<file path="src/rtl/fp_minmax_reduce_if.sv">
// Stream and result bundle for fp_minmax_reduce.
//
// Signals:
//   start      - one-cycle reduction request (honoured only while idle)
//   max_n_min  - 1 = running maximum, 0 = running minimum
//   len        - number of elements in the vector
//   in_valid   - element valid
//   in_data    - floating-point element
//   in_ready   - reducer accepts an element this cycle
//   busy       - reduction in progress
//   done       - one-cycle pulse, result fields valid
//   res        - reduced value
//   res_idx    - 0-based index of the selected element
//   all_nan    - every element was NaN, or len was 0
//
// master: the requester/producer side. slave: the reducer.
interface fp_minmax_reduce_if #(
  parameter int unsigned DATA_W = 32,
  parameter int unsigned LEN_W  = 16
);
  logic              start;
  logic              max_n_min;
  logic [LEN_W-1:0]  len;
  logic              in_valid;
  logic [DATA_W-1:0] in_data;
  logic              in_ready;
  logic              busy;
  logic              done;
  logic [DATA_W-1:0] res;
  logic [LEN_W-1:0]  res_idx;
  logic              all_nan;

  modport master (
    output start, max_n_min, len, in_valid, in_data,
    input  in_ready, busy, done, res, res_idx, all_nan
  );

  modport slave (
    input  start, max_n_min, len, in_valid, in_data,
    output in_ready, busy, done, res, res_idx, all_nan
  );
endinterface

</file>
<file path="src/rtl/fp_minmax_reduce.sv">
// Streaming vector min/max reducer for IEEE-style sign/exponent/mantissa words.
//
// Accepts LEN elements one per cycle over a valid/ready stream and keeps a running
// maximum or minimum together with the index of the winning element. NaN elements
// are skipped; if nothing but NaNs (or no elements at all) arrive, the result is the
// canonical quiet NaN with all_nan set.
//
// Ports:
//   clk  - clock
//   rst  - synchronous, active-low reset
//   bus  - fp_minmax_reduce_if.slave: start/mode/len request, element stream,
//          busy/done status and the registered result (res, res_idx, all_nan)
module fp_minmax_reduce #(
  parameter int unsigned DATA_W = 32,
  parameter int unsigned EXP_W  = 8,
  parameter int unsigned LEN_W  = 16
) (
  input logic               clk,
  input logic               rst,
  fp_minmax_reduce_if.slave bus
);

  localparam int unsigned MAN_W = DATA_W - 1 - EXP_W;
  localparam logic [DATA_W-1:0] CanonNan = {1'b0, {EXP_W{1'b1}}, 1'b1, {(MAN_W-1){1'b0}}};

  typedef enum logic [1:0] {StIdle, StAccum, StFinish} state_e;

  state_e            state_q, state_d;
  logic              mode_q, mode_d;
  logic [LEN_W-1:0]  len_q, len_d;
  logic [LEN_W-1:0]  count_q, count_d;
  logic [DATA_W-1:0] acc_q, acc_d;
  logic [LEN_W-1:0]  idx_q, idx_d;
  logic              acc_valid_q, acc_valid_d;
  logic [DATA_W-1:0] res_q, res_d;
  logic [LEN_W-1:0]  res_idx_q, res_idx_d;
  logic              all_nan_q, all_nan_d;

  // Exponent all ones with a nonzero mantissa.
  function automatic logic is_nan(input logic [DATA_W-1:0] x);
    return (&x[DATA_W-2 -: EXP_W]) && (|x[MAN_W-1:0]);
  endfunction

  // a strictly greater than b under sign-magnitude ordering (+0 > -0, infinities
  // are just the largest magnitudes).
  function automatic logic fp_gt(input logic [DATA_W-1:0] a, input logic [DATA_W-1:0] b);
    logic [DATA_W-2:0] mag_a;
    logic [DATA_W-2:0] mag_b;
    mag_a = a[DATA_W-2:0];
    mag_b = b[DATA_W-2:0];
    if (a[DATA_W-1] != b[DATA_W-1]) begin
      return !a[DATA_W-1];
    end else if (!a[DATA_W-1]) begin
      return mag_a > mag_b;
    end else begin
      return mag_a < mag_b;
    end
  endfunction

  logic accept;
  logic elem_nan;
  logic elem_better;
  logic last_elem;

  assign accept      = bus.in_valid && (state_q == StAccum);
  assign elem_nan    = is_nan(bus.in_data);
  // Strict comparison so that ties keep the earlier index.
  assign elem_better = mode_q ? fp_gt(bus.in_data, acc_q) : fp_gt(acc_q, bus.in_data);
  assign last_elem   = (count_q == (len_q - LEN_W'(1)));

  always_comb begin
    state_d     = state_q;
    mode_d      = mode_q;
    len_d       = len_q;
    count_d     = count_q;
    acc_d       = acc_q;
    idx_d       = idx_q;
    acc_valid_d = acc_valid_q;
    res_d       = res_q;
    res_idx_d   = res_idx_q;
    all_nan_d   = all_nan_q;

    unique case (state_q)
      StIdle: begin
        if (bus.start) begin
          mode_d      = bus.max_n_min;
          len_d       = bus.len;
          count_d     = '0;
          acc_d       = '0;
          idx_d       = '0;
          acc_valid_d = 1'b0;
          if (bus.len != '0) begin
            state_d = StAccum;
          end else begin
            // Empty vector: straight to the NaN result.
            state_d   = StFinish;
            res_d     = CanonNan;
            res_idx_d = '0;
            all_nan_d = 1'b1;
          end
        end
      end

      StAccum: begin
        if (accept) begin
          if (!elem_nan && (!acc_valid_q || elem_better)) begin
            acc_d       = bus.in_data;
            idx_d       = count_q;
            acc_valid_d = 1'b1;
          end
          count_d = count_q + LEN_W'(1);
          if (last_elem) begin
            // Result registers load on entry to FINISH, including the last element.
            state_d = StFinish;
            if (acc_valid_d) begin
              res_d     = acc_d;
              res_idx_d = idx_d;
              all_nan_d = 1'b0;
            end else begin
              res_d     = CanonNan;
              res_idx_d = '0;
              all_nan_d = 1'b1;
            end
          end
        end
      end

      StFinish: begin
        state_d = StIdle;
      end

      default: begin
        state_d = StIdle;
      end
    endcase
  end

  always_ff @(posedge clk) begin
    if (!rst) begin
      state_q     <= StIdle;
      mode_q      <= 1'b0;
      len_q       <= '0;
      count_q     <= '0;
      acc_q       <= '0;
      idx_q       <= '0;
      acc_valid_q <= 1'b0;
      res_q       <= '0;
      res_idx_q   <= '0;
      all_nan_q   <= 1'b0;
    end else begin
      state_q     <= state_d;
      mode_q      <= mode_d;
      len_q       <= len_d;
      count_q     <= count_d;
      acc_q       <= acc_d;
      idx_q       <= idx_d;
      acc_valid_q <= acc_valid_d;
      res_q       <= res_d;
      res_idx_q   <= res_idx_d;
      all_nan_q   <= all_nan_d;
    end
  end

  assign bus.in_ready = (state_q == StAccum);
  assign bus.busy     = (state_q != StIdle);
  assign bus.done     = (state_q == StFinish);
  assign bus.res      = res_q;
  assign bus.res_idx  = res_idx_q;
  assign bus.all_nan  = all_nan_q;

endmodule

</file>
<file path="src/flat_wrapper.sv">
// flat-port wrapper written by rule: the top's interface ports become plain ports
module fp_minmax_reduce_flat 
#(
  parameter int unsigned DATA_W = 32,
  parameter int unsigned EXP_W  = 8,
  parameter int unsigned LEN_W  = 16
)
  (clk, rst, bus_start, bus_max_n_min, bus_len, bus_in_valid, bus_in_data, bus_in_ready, bus_busy, bus_done, bus_res, bus_res_idx, bus_all_nan);
  fp_minmax_reduce_if #(.DATA_W(DATA_W), .LEN_W(LEN_W)) bus_i ();
  input logic clk;
  input logic rst;
  input wire logic [$bits(bus_i.start)-1:0] bus_start;
  input wire logic [$bits(bus_i.max_n_min)-1:0] bus_max_n_min;
  input wire logic [$bits(bus_i.len)-1:0] bus_len;
  input wire logic [$bits(bus_i.in_valid)-1:0] bus_in_valid;
  input wire logic [$bits(bus_i.in_data)-1:0] bus_in_data;
  output wire logic [$bits(bus_i.in_ready)-1:0] bus_in_ready;
  output wire logic [$bits(bus_i.busy)-1:0] bus_busy;
  output wire logic [$bits(bus_i.done)-1:0] bus_done;
  output wire logic [$bits(bus_i.res)-1:0] bus_res;
  output wire logic [$bits(bus_i.res_idx)-1:0] bus_res_idx;
  output wire logic [$bits(bus_i.all_nan)-1:0] bus_all_nan;
  assign bus_i.start = bus_start;
  assign bus_i.max_n_min = bus_max_n_min;
  assign bus_i.len = bus_len;
  assign bus_i.in_valid = bus_in_valid;
  assign bus_i.in_data = bus_in_data;
  assign bus_in_ready = bus_i.in_ready;
  assign bus_busy = bus_i.busy;
  assign bus_done = bus_i.done;
  assign bus_res = bus_i.res;
  assign bus_res_idx = bus_i.res_idx;
  assign bus_all_nan = bus_i.all_nan;
  fp_minmax_reduce #(.DATA_W(DATA_W), .EXP_W(EXP_W), .LEN_W(LEN_W)) u_core (.clk(clk), .rst(rst), .bus(bus_i));
endmodule
</file>
<file path="config.mk">
export PLATFORM = sky130hd
export DESIGN_NAME = fp_minmax_reduce_flat
export DESIGN_NICKNAME = d
export VERILOG_FILES = /design/src/rtl/fp_minmax_reduce_if.sv /design/src/rtl/fp_minmax_reduce.sv /design/src/flat_wrapper.sv
export SDC_FILE = /design/constraint.sdc
export NUM_CORES = 1
export LEC_CHECK = 0
export BUFFER_PORTS_ARGS = -buffer_cell sky130_fd_sc_hd__clkbuf_2
export CAP_MARGIN = 20
export CORE_MARGIN = 4
export CORE_UTILIZATION = 45
export CTS_CLUSTER_DIAMETER = 120
export DETAILED_ROUTE_END_ITERATION = 6
export GPL_TIMING_DRIVEN = 1
export PLACE_DENSITY = 0.66
export SYNTH_ARGS = -nofsm -noshare
export SYNTH_HDL_FRONTEND = slang
export SYNTH_SLANG_ARGS = --single-unit
</file>
<file path="constraint.sdc">
create_clock -name clk -period 3.8 [get_ports clk]
set_clock_uncertainty 0.1 [all_clocks]
set_input_delay 0.38 -clock clk [delete_from_list [all_inputs] [get_ports clk]]
set_output_delay 0.38 -clock clk [all_outputs]
set_load 0.03 [all_outputs]
</file>
==> impl_metrics.csv <==
group,metric,value,unit
yosys,ys.flop_type,"dfxtp_1",
placed_design,place_congestion,0.826,
placed_design,place_ws,0.321,ns
route,vias_per_cell,5.34,
clock_tree,cts_resized,0,
critical_path,crit_path_frequent_cell,"a221oi_1",
sta,setup_ws,0.397,ns
clock_tree,worstSkewPairLatency,0.43,ns
layout,final_core_util,55.1,%
route,routed_wl,16500,µm
sta,hold_violations,0,
yosys,synth_nets,870,
yosys,synthArstFlopShare,0,%
sta,slew_violations,0,
sta,setup_viol,0,
floorplanning,row_count,44,
power,power,3.55,mW
floorplanning,fp.coreArea,14600,µm²
critical_path,required,4.05,ns
route,vias,5711,
placed_design,dp_hpwl,11500,µm
floorplanning,die_area,17100,µm²
yosys,synthCells,784,
job,maxCapViolCount,0,
floorplanning,die_height,131,µm
hold_path,whs_endpoint,"u_core.len_q[14]",
critical_path,startpoint_type,"flop",
hold_path,hold_path_class,"in2reg",
route,drtAntennaViolNets,0,
global_routing,grt_start_max_net_pins,50,
yosys,yosys_warnings,0,
hold_path,holdPathStages,3,
layout,drive_gt1_share,20.0,%
route,drtIter0Drc,299,
sta,post-route-period-util,89.6,%
critical_path,crit_path_end_kind,"flop",
critical_path,reg2reg_from,"u_core.acc_q[8]",
hold_path,hp-start,"bus_len[14]",
sta,tightest_slew,0.808,ns
yosys,syn-cell-area,6780,µm²
layout,layout_common_cells,"133 x dfxtp_1, 104 x clkbuf_2, 87 x nor2_1",
clock_tree,cts.sinks,133,
sta,grt_setup_unrepaired,"no",
critical_path,crit_arrival,3.65,ns
route,wl_per_cell,15.4,µm
outcome,status,"completed",
clock_tree,postCtsSetupRepairBufs,0,
clock_tree,cts_buffers,17,
floorplanning,start_util,46.3,%
layout,final_common_cell,"dfxtp_1",
global_routing,first_global_vias,5483,
critical_path,slowest_stage,"a221oi_1",
global_routing,grt_pass1_wl,27200,µm
clock_tree,h-tree-depth,4,
yosys,ys_seq_area_share,39.3,%
clock_tree,clockRootBuffer,"clkbuf_16",
sta,tns,0,ns
critical_path,slowest_delay,0.60,ns
critical_path,path_class,"reg2reg",
clock_tree,cts.path.max_buffers,2,
sta,fin_crit,3.40,ns
critical_path,r2r-end,"u_core.acc_q[0]",
route,firstDrtPassIters,7,
clock_tree,cts_hold_buf,0,
floorplanning,die_w,131,µm
layout,nNetsFinal,959,
global_routing,grt_use_total,20.0,%
yosys,synth-seq-cells,133,
layout,diodes,0,
power,ir_worst_vdd,0.332,mV
layout,area_growth,18.9,%
global_routing,grt_antenna_before_repair,0,
critical_path,worst-path-max-fanout,49,
placed_design,io_buffer_count,104,
power,p_per_area,440,nW/µm²
yosys,synth.distinct_cells,49,
route,remaining_drc_errors,0,
clock_tree,cts_tree,"yes",
sta,max_freq,294,MHz
global_routing,overflow,0,
critical_path,r2r_slack,0.40,ns
sta,max_slew_margin,46.0,%
floorplanning,io_pins,105,
critical_path,worstPathCellList,"inv_1 > ha_1 > a21o_1 > a221o_1 > a221oi_1 > o21ai_0 > a221oi_1 > nand4_1 > buf_12 > or2_2 > a21oi_1",
power,p_leak,3.26,nW
clock_tree,cts.clk_slew.worst_paths,0.05,ns
yosys,avgSynthCellArea,8.65,µm²
yosys,synth_edf_count,0,
critical_path,cp-startpoint,"u_core.acc_q[8]",
critical_path,reg2regPathDepth,11,
synth_stat cells (2+ instances only):
master | number | area (µm²)
or3_1 | 4 | 25.0
dfxtp_1 | 133 | 2660
a22oi_1 | 3 | 22.5
buf_6 | 2 | 22.5
buf_2 | 7 | 35.0
nand4_1 | 16 | 100
nand2b_1 | 2 | 12.5
and3_1 | 5 | 31.3
nor3_1 | 6 | 30.0
mux2i_1 | 76 | 761
clkbuf_1 | 37 | 139
nor3b_1 | 2 | 15.0
a221oi_1 | 12 | 105
a31oi_1 | 2 | 12.5
a41oi_1 | 3 | 26.3
a21oi_1 | 49 | 245
o21ai_0 | 11 | 55.1
nand3b_1 | 2 | 15.0
nand2_1 | 56 | 210
xnor2_1 | 17 | 149
or2_2 | 19 | 119
nor4_1 | 18 | 113
nor2_1 | 87 | 327
a211oi_1 | 5 | 37.5
xor2_1 | 19 | 166
a21o_1 | 2 | 15.0
nand3_1 | 33 | 165
ha_1 | 33 | 413
nor2b_1 | 2 | 12.5
inv_1 | 62 | 233
buf_1 | 2 | 7.51
o2bb2ai_1 | 39 | 342
a211o_1 | 2 | 17.5
worst max-delay path, delay by kind of cell, from the launching register on:
kind	cells	cell delay, ns
buffers and inverters	2	0.32
AO/OA/AOI/OAI	6	1.66
AND/OR/NAND/NOR	2	0.58
adder cells (fa/ha/maj)	1	0.28
flip-flops	1	0.35
per-stage QoR:
step / instance area, µm² / cells / hold slack (ns)
2_1_floorplan: 6780 / 784 / 0.348
5_1_grt: 8070 / 1070 / 0.0907
4_1_cts: 8070 / 1070 / 0.0742
3_3_place_gp: 7480 / 1038 / 0.346
3_5_place_dp: 7480 / 1038 / 0.345
6_report: 8070 / 1070 / 0.0920
flip-flops by register name, indices dropped and copies added (netlist names):
register	count
u_core.acc_valid_q	1
u_core.count_q	16
u_core.len_q	16
u_core.state_q	2
u_core.mode_q	1
u_core.acc_q	32
u_core.idx_q	16
u_core.bus.res	32
u_core.bus.res_idx	16
u_core.bus.all_nan	1
power breakdown:
group          total (mW)  switching (mW)  internal (mW)
logic               0.440           0.264          0.176
clock network        1.64           0.624           1.02
registers            1.47          0.0347           1.43
routing by layer:
| metal | up-vias | track usage [%] | share of wire, % |
|---|---|---|---|
| met2 | 100 | 32.0 | 47 |
| met4 | 0 | 7.56 | 1.7 |
| met3 | 21 | 4.80 | 4.0 |
| li1 | 2926 | - | - |
| met5 | - | 0 | 0 |
| met1 | 2664 | 26.4 | 47 |
worst max-delay path by stage:
stage,end,slack [ns],depth (start not counted)
4_1_cts,u_core.idx_q[1],0.43,11
2_1_floorplan,u_core.acc_q[29],0.82,11
5_1_grt,u_core.idx_q[9],0.11,11
3_5_place_dp,u_core.idx_q[1],0.32,11
6_report,u_core.acc_q[0],0.40,11
3_3_place_gp,u_core.idx_q[1],0.37,11
final cells by class:
cell class,instances,area (µm²)
Clock buffer,17,425
Clock inverter,15,164
Fill cell,1400,6580
Inverter,63,236
Multi-Input combinational cell,540,3700
Sequential cell,133,2660
Tap cell,184,230
Timing Repair Buffer,118,651
logic make-up (layout without fill, tap and decap cells):
group	count (synthesis)	count (layout)	synth area share (%)
compound gates	134	134	13.8
xor+xnor	36	36	4.65
fa+ha+maj	33	33	6.09
buf+inv	111	213	6.49
flops	133	133	39.3
mux	76	76	11.2
simple gates	261	261	18.5
Note: power is estimated with default switching activity, not from simulation.
